===== config.mk =====
export PLATFORM = sky130hd
export DESIGN_NAME = felica_reader_tx
export DESIGN_NICKNAME = d
export VERILOG_FILES = /design/src/rtl/felica_pkg.sv /design/src/rtl/felica_crc16.sv /design/src/rtl/felica_reader_tx.sv
export SDC_FILE = /design/constraint.sdc
export NUM_CORES = 1
export LEC_CHECK = 0
export BUFFER_PORTS_ARGS = -buffer_cell sky130_fd_sc_hd__buf_2
export CAP_MARGIN = 5
export CORE_UTILIZATION = 30
export DETAILED_ROUTE_END_ITERATION = 12
export GPL_ROUTABILITY_DRIVEN = 0
export PLACE_DENSITY = 0.51
export REMOVE_ABC_BUFFERS = 1
export SETUP_SLACK_MARGIN = 0.5
export SLEW_MARGIN = 20
export SYNTH_ARGS = -nofsm -noshare
export SYNTH_HDL_FRONTEND = slang
export SYNTH_HIERARCHICAL = 1
export SYNTH_SLANG_ARGS = --single-unit

===== constraint.sdc =====
create_clock -name ck_1356meg -period 2.9 [get_ports ck_1356meg]
set_clock_uncertainty 0.05 [all_clocks]
set_input_delay 0.29 -clock ck_1356meg [delete_from_list [all_inputs] [get_ports ck_1356meg]]
set_output_delay 0.29 -clock ck_1356meg [all_outputs]
set_load 0.05 [all_outputs]

===== src/rtl/felica_pkg.sv =====
// Shared types and constants for the FeliCa reader transmitter: FSM states,
// sync word, CRC-16/CCITT parameters and the byte-wide CRC update.
package felica_pkg;

  typedef enum logic [2:0] {
    IDLE,
    PREAMBLE,
    SYNC,
    DATA,
    CRC
  } txState_e;

  localparam logic [15:0] SYNC_WORD = 16'hB24D;
  localparam logic [15:0] CRC_POLY  = 16'h1021;
  localparam logic [15:0] CRC_INIT  = 16'h0000;

  localparam int HALF_BIT_212 = 32;
  localparam int HALF_BIT_424 = 16;
  localparam int HALF_DIV     = HALF_BIT_212 / HALF_BIT_424;

  // Feeds one byte MSB first through the 0x1021 polynomial, no reflection.
  function automatic logic [15:0] crc16Byte(input logic [15:0] crc, input logic [7:0] data);
    logic [15:0] c;
    c = crc ^ {data, 8'h00};
    for (int i = 0; i < 8; i++) begin
      c = c[15] ? ((c << 1) ^ CRC_POLY) : (c << 1);
    end
    return c;
  endfunction

endpackage


===== src/rtl/felica_crc16.sv =====
// CRC-16/CCITT accumulator: one payload byte per enable, synchronous clear.
module felica_crc16
  import felica_pkg::*;
(
  input  logic        ck_1356meg,
  input  logic        rst,
  input  logic        clear_i,
  input  logic        en_i,
  input  logic [7:0]  data_i,
  output logic [15:0] crc_o
);

  logic [15:0] crc_q, crc_d;

  always_comb begin
    crc_d = crc_q;
    if (clear_i) begin
      crc_d = CRC_INIT;
    end else if (en_i) begin
      crc_d = crc16Byte(crc_q, data_i);
    end
  end

  always_ff @(posedge ck_1356meg) begin
    if (rst) begin
      crc_q <= CRC_INIT;
    end else begin
      crc_q <= crc_d;
    end
  end

  assign crc_o = crc_q;

endmodule


===== src/rtl/felica_reader_tx.sv =====
// FeliCa reader-mode transmitter: preamble, sync, payload and optional CRC,
// Manchester coded onto mod_out. Define FELICA_TX_CRC_EN to append the CRC.
module felica_reader_tx
  import felica_pkg::*;
#(
  parameter int PREAMBLE_BYTES = 6,
  parameter int HALF_212       = HALF_BIT_212
) (
  input  logic       ck_1356meg,
  input  logic       rst,
  input  logic       speed,
  input  logic [7:0] tx_data,
  input  logic       tx_valid,
  input  logic       tx_last,
  output logic       tx_ready,
  output logic       mod_out,
  output logic       busy,
  output logic       done,
  output logic       underrun
);

`ifdef FELICA_TX_CRC_EN
  localparam bit CRC_ENABLED = 1'b1;
`else
  localparam bit CRC_ENABLED = 1'b0;
`endif

  localparam int CW = $clog2(HALF_212);
  localparam logic [7:0] PRE_LAST = 8'(PREAMBLE_BYTES - 1);

  txState_e state_q, state_d;
  logic [CW-1:0] halfCnt_q, halfCnt_d;
  logic halfSel_q, halfSel_d;
  logic [2:0] bitCnt_q, bitCnt_d;
  logic [7:0] byteCnt_q, byteCnt_d;
  logic [7:0] shift_q, shift_d;
  logic [7:0] hold_q, hold_d;
  logic holdFull_q, holdFull_d;
  logic holdLast_q, holdLast_d;
  logic curLast_q, curLast_d;
  logic speed_q, speed_d;
  logic done_q, done_d;
  logic underrun_q, underrun_d;

  logic [CW-1:0] halfMax;
  logic halfLast, byteEnd, abortNow, readyInt, accept;
  logic crcClear, crcEn;
  logic [15:0] crcValue;

  assign halfMax  = speed_q ? CW'(HALF_212 / HALF_DIV - 1) : CW'(HALF_212 - 1);
  assign halfLast = (halfCnt_q == halfMax);
  assign byteEnd  = halfLast && halfSel_q && (bitCnt_q == 3'd7);
  // A starved byte boundary aborts, and the handshake is refused in that same cycle.
  assign abortNow = (state_q == DATA) && byteEnd && !curLast_q && !holdFull_q;
  assign readyInt = !holdFull_q && !curLast_q && (state_q != CRC) && !abortNow;
  assign accept   = tx_valid && readyInt;

  felica_crc16 u_crc (
    .ck_1356meg (ck_1356meg),
    .rst        (rst),
    .clear_i    (crcClear),
    .en_i       (crcEn),
    .data_i     (hold_q),
    .crc_o      (crcValue)
  );

  always_comb begin
    state_d    = state_q;
    halfCnt_d  = halfCnt_q;
    halfSel_d  = halfSel_q;
    bitCnt_d   = bitCnt_q;
    byteCnt_d  = byteCnt_q;
    shift_d    = shift_q;
    hold_d     = hold_q;
    holdFull_d = holdFull_q;
    holdLast_d = holdLast_q;
    curLast_d  = curLast_q;
    speed_d    = speed_q;
    done_d     = 1'b0;
    underrun_d = 1'b0;
    crcClear   = 1'b0;
    crcEn      = 1'b0;

    if (accept) begin
      hold_d     = tx_data;
      holdFull_d = 1'b1;
      holdLast_d = tx_last;
    end

    if (state_q != IDLE) begin
      if (halfLast) begin
        halfCnt_d = '0;
        halfSel_d = ~halfSel_q;
        if (halfSel_q) begin
          bitCnt_d = bitCnt_q + 3'd1;
          shift_d  = {shift_q[6:0], 1'b0};
        end
      end else begin
        halfCnt_d = halfCnt_q + 1'b1;
      end
    end

    // Byte boundaries reload the shifter; the counters have already wrapped to zero.
    case (state_q)
      IDLE: begin
        if (accept) begin
          state_d   = PREAMBLE;
          shift_d   = 8'h00;
          byteCnt_d = '0;
          speed_d   = speed;
          curLast_d = 1'b0;
        end
      end
      PREAMBLE: begin
        if (byteEnd) begin
          if (byteCnt_q == PRE_LAST) begin
            state_d   = SYNC;
            byteCnt_d = '0;
            shift_d   = SYNC_WORD[15:8];
          end else begin
            byteCnt_d = byteCnt_q + 8'd1;
          end
        end
      end
      SYNC: begin
        if (byteEnd) begin
          if (byteCnt_q == 8'd0) begin
            shift_d   = SYNC_WORD[7:0];
            byteCnt_d = 8'd1;
          end else begin
            state_d    = DATA;
            byteCnt_d  = '0;
            shift_d    = hold_q;
            holdFull_d = 1'b0;
            curLast_d  = holdLast_q;
            crcEn      = 1'b1;
          end
        end
      end
      DATA: begin
        if (byteEnd) begin
          if (curLast_q) begin
            if (CRC_ENABLED) begin
              state_d   = CRC;
              byteCnt_d = '0;
              shift_d   = crcValue[15:8];
            end else begin
              state_d   = IDLE;
              done_d    = 1'b1;
              crcClear  = 1'b1;
              curLast_d = 1'b0;
            end
          end else if (holdFull_q) begin
            shift_d    = hold_q;
            holdFull_d = 1'b0;
            curLast_d  = holdLast_q;
            crcEn      = 1'b1;
          end else begin
            state_d    = IDLE;
            underrun_d = 1'b1;
            crcClear   = 1'b1;
          end
        end
      end
      CRC: begin
        if (byteEnd) begin
          if (byteCnt_q == 8'd0) begin
            shift_d   = crcValue[7:0];
            byteCnt_d = 8'd1;
          end else begin
            state_d   = IDLE;
            byteCnt_d = '0;
            done_d    = 1'b1;
            crcClear  = 1'b1;
            curLast_d = 1'b0;
          end
        end
      end
      default: state_d = IDLE;
    endcase
  end

  always_ff @(posedge ck_1356meg) begin
    if (rst) begin
      state_q    <= IDLE;
      halfCnt_q  <= '0;
      halfSel_q  <= 1'b0;
      bitCnt_q   <= '0;
      byteCnt_q  <= '0;
      shift_q    <= '0;
      hold_q     <= '0;
      holdFull_q <= 1'b0;
      holdLast_q <= 1'b0;
      curLast_q  <= 1'b0;
      speed_q    <= 1'b0;
      done_q     <= 1'b0;
      underrun_q <= 1'b0;
    end else begin
      state_q    <= state_d;
      halfCnt_q  <= halfCnt_d;
      halfSel_q  <= halfSel_d;
      bitCnt_q   <= bitCnt_d;
      byteCnt_q  <= byteCnt_d;
      shift_q    <= shift_d;
      hold_q     <= hold_d;
      holdFull_q <= holdFull_d;
      holdLast_q <= holdLast_d;
      curLast_q  <= curLast_d;
      speed_q    <= speed_d;
      done_q     <= done_d;
      underrun_q <= underrun_d;
    end
  end

  // Outputs are masked by rst so they read idle for the whole reset window.
  assign busy     = !rst && (state_q != IDLE);
  assign mod_out  = busy && (shift_q[7] ^ halfSel_q);
  assign done     = !rst && done_q;
  assign underrun = !rst && underrun_q;
  assign tx_ready = rst || readyInt;

endmodule


==> qor.csv <==
stage,metric,value,unit
outcome,outcome,"complete, no violations",
clock_network,CTS Buf Count,5,
layout,Reg area,826,um^2
pwr,Pleak,0.00108,uW
clock_network,H-tree depth reported by CTS,2,
layout,Multi-input gate area,1490,um^2
synthesis,Ys Warns,6,
layout,"commonest non-fill, non-tap cells in the layout","37 x dfxtp_1, 27 x a21oi_1, 26 x nor2_1, 25 x nand2_1, 17 x buf_4",
grt,Total GRT Usage,0.146,
synthesis,Synth Area in XOR/XNOR,0.0149,
timing,Max Clk Rate,428,MHz
synthesis,Post-synth EDFFs,0,
timing,crit share post-route,0.806,
grt,initial antenna violation count,0,
critical_path,CP max stage delay,0.42,ns
critical_path,WP data required,2.56,ns
placed_design,hpwl dp,3.99,mm
clock_network,CTS Buffer Depth,2,
synthesis,ys flop type,dfxtp_1,
timing,Setup TNS,0,ns
synthesis,"Distinct cells, synth",52,
critical_path,CP cell instances,ha_2 > ha_4 > nand4_1 > o31a_4 > or2_2 > buf_4,
timing,final hold slack,0.178,ns
synthesis,Syn Std Cell Area,2360,um^2
layout,post-layout util,0.380,
floorplanning,Initial Util,0.318,
grt,global-route wire length before repair,9.62,mm
critical_path,worst-path fanout max,6,
timing,Final Max Tran Viols,0,
layout,Inserted Diodes,0,
synthesis,"Seq/Total Area, Yosys",0.348,
synthesis,Synth Area per Inst,8.25,um^2
detailed_routing,Initial DRC Count,101,
layout,area grow syn2layout,19.4,%
detailed_routing,DR WL/cell,14.2,um
timing,RSZ-0062 raised after global routing,false,
floorplanning,Core Box Area,7410,um^2
detailed_routing,DRC viols,0,
layout,Final Non-Filler Cells,410,
pwr,maximum VDD drop,223,uV
placed_design,placed cells,391,
floorplanning,die area,8220,um^2
placed_design,Port Buf Inserts,17,
worst_hold_path,Hold Path Class,primary input to register,
pwr,total power,1830,uW
critical_path,CP Launch Type,register,
synthesis,synthesized flop and latch total,41,
detailed_routing,Post-DRT Antenna Nets,0,
clock_network,clock latency at the later pin of the worst-skew pair,0.30,ns
critical_path,Critical-path top delay cell,o31a_4,
layout,"commonest non-fill, non-tap cell in the layout",dfxtp_1,
timing,Tmin final,2.34,ns
layout,layout cells sized above 1,0.203,
detailed_routing,via count,2146,
grt,vias in the first global route,1931,
detailed_routing,Avg Vias per Cell,5.23,
clock_network,CTS tree,yes,
layout,NumNets Final,334,
synthesis,complex-gate fraction of the synthesized area,0.213,
timing,Setup Viol. Count Final,0,
detailed_routing,First-pass DRT Iterations,4,
clock_network,clock sinks,41,
layout,Fill cells,774,
floorplanning,IO Count,18,
synthesis,async set-reset flop share out of synthesis,0,
detailed_routing,final wirelength,5.81,mm
floorplanning,std cell rows,31,
clock_network,clk root buf,clkbuf_8,
critical_path,Worst setup EP type,primary output,
clock_network,Clock transition at path regs,0.08,ns
run,max cap viols,0,
pwr,pwr dens,648,nW/um^2
floorplanning,die extent in y,90.7,um
synthesis,Post-Synthesis Cells,286,
synthesis,mux share of post-synthesis cell area,0.0531,
critical_path,crit path DAT,2.00,ns
synthesis,Synth Area in Adders,0.0584,
synthesis,Synth Area in Simple Gates,0.261,
timing,Final Hold Vio Count,0,
timing,slew margin rel.,0.551,
floorplanning,Die W,90.7,um
synthesis,main combinational cell family by area after synthesis,simple AND/OR/NAND/NOR gates,
grt,grt total ovfl,0,
timing,Worst-Margin Slew,0.668,ns
critical_path,kind of critical path,register to primary output,
grt,largest net degree at the start of global routing,25,
[stage by stage]
stage          worst slack, ns  instance area, um^2
3_5_place_dp             0.279                 2530
6_report                 0.563                 2820
4_1_cts                  0.422                 2710
3_3_place_gp             0.368                 2530
5_1_grt                  0.502                 2820
2_1_floorplan            0.394                 2280
[power by group]
group / internal [uW] / switching, uW
logic: 270 / 415
registers: 607 / 41.6
clock network: 280 / 212
total: 1160 / 668
[worst paths after layout]
kind                                  start         end  slack (ns)  depth (start not counted)
worst max-delay path            bitCnt_q[1]    tx_ready        0.56                          6
worst min-delay path                  speed     speed_q        0.18                          3
worst max register to register  bitCnt_q[1]  shift_q[1]        0.63                          7
worst min register to register    hold_q[0]   hold_q[0]        0.41                          2
[per-layer routing]
layer	track usage	wire (um)	share of wire	vias up
li1	-	-	-	1100
met1	0.200	2910	0.50	1011
met2	0.228	2610	0.45	31
met3	0.0227	210	0.036	4
met4	0.0551	83	0.014	0
met5	0	0	0	-
[registers in the layout (all words and copies together) (netlist names)]
signal and cells:
halfSel_q 1, curLast_q 1, done_q 1, underrun_q 1, speed_q 1, holdLast_q 1
byteCnt_q 8, hold_q 8, state_q 2, bitCnt_q 3, shift_q 8, holdFull_q 1
halfCnt_q 5
[area by class of cell]
type / count / area share
multi-input cells: 217 / 0.530
repair buffers: 33 / 0.0737
well taps: 99 / 0.0440
inverters: 12 / 0.0160
clock inverters: 2 / 0.0133
clock buffers: 6 / 0.0293
flip-flops and latches: 41 / 0.293
[critical path, delay by kind of cell, from the launching register on]
family	cells	cell delay, ns
buffers and inverters	1	0.19
AOI/OAI and AO/OA	1	0.42
adders and majority gates	2	0.35
DFF	1	0.35
and+or+nand+nor	2	0.39
[cell usage after synthesis (2+ instances only)]
library cell	count	area, um^2
nor2_1	26	97.6
xnor2_1	3	26.3
a2111oi_2	2	30.0
a21oi_1	27	135
inv_1	12	45.0
o31ai_1	4	30.0
nor4_1	3	18.8
and2_1	4	25.0
o211ai_1	2	15.0
a21boi_0	2	15.0
nor2b_1	6	37.5
nand3b_1	2	15.0
dfxtp_1	41	821
o311a_1	4	40.0
o32ai_1	4	35.0
a31oi_1	2	12.5
nor3_1	7	35.0
or4_1	4	30.0
ha_1	11	138
and3_1	5	31.3
mux2i_1	8	80.1
o41ai_1	2	17.5
clkbuf_1	7	26.3
nand2_1	25	93.8
mux2_2	3	33.8
a221oi_1	3	26.3
o21ai_0	12	60.1
a21bo_2	2	20.0
nand4_1	3	18.8
or4b_1	2	20.0
nand4b_1	2	17.5
nand3_1	16	80.1
buf_2	6	30.0
or3_1	6	37.5
[cells by family after synthesis]
group,Yosys count
mux,12
xor+xnor,4
simple gates,117
buf+inv,28
compound gates,73
flops,41
fa+ha+maj,11
[repair_timing]
item / CTS / global route
pin swaps: 1 / 3
buffers inserted: 2 / 9
cloned: 0 / 0
hold buffers: 0 / 0
resized for setup: 7 / 11
setup endpoints to repair: 26 / 16
hold endpoints to repair: 0 / 0
No activity file was read; power rests on OpenSTA's default activity.
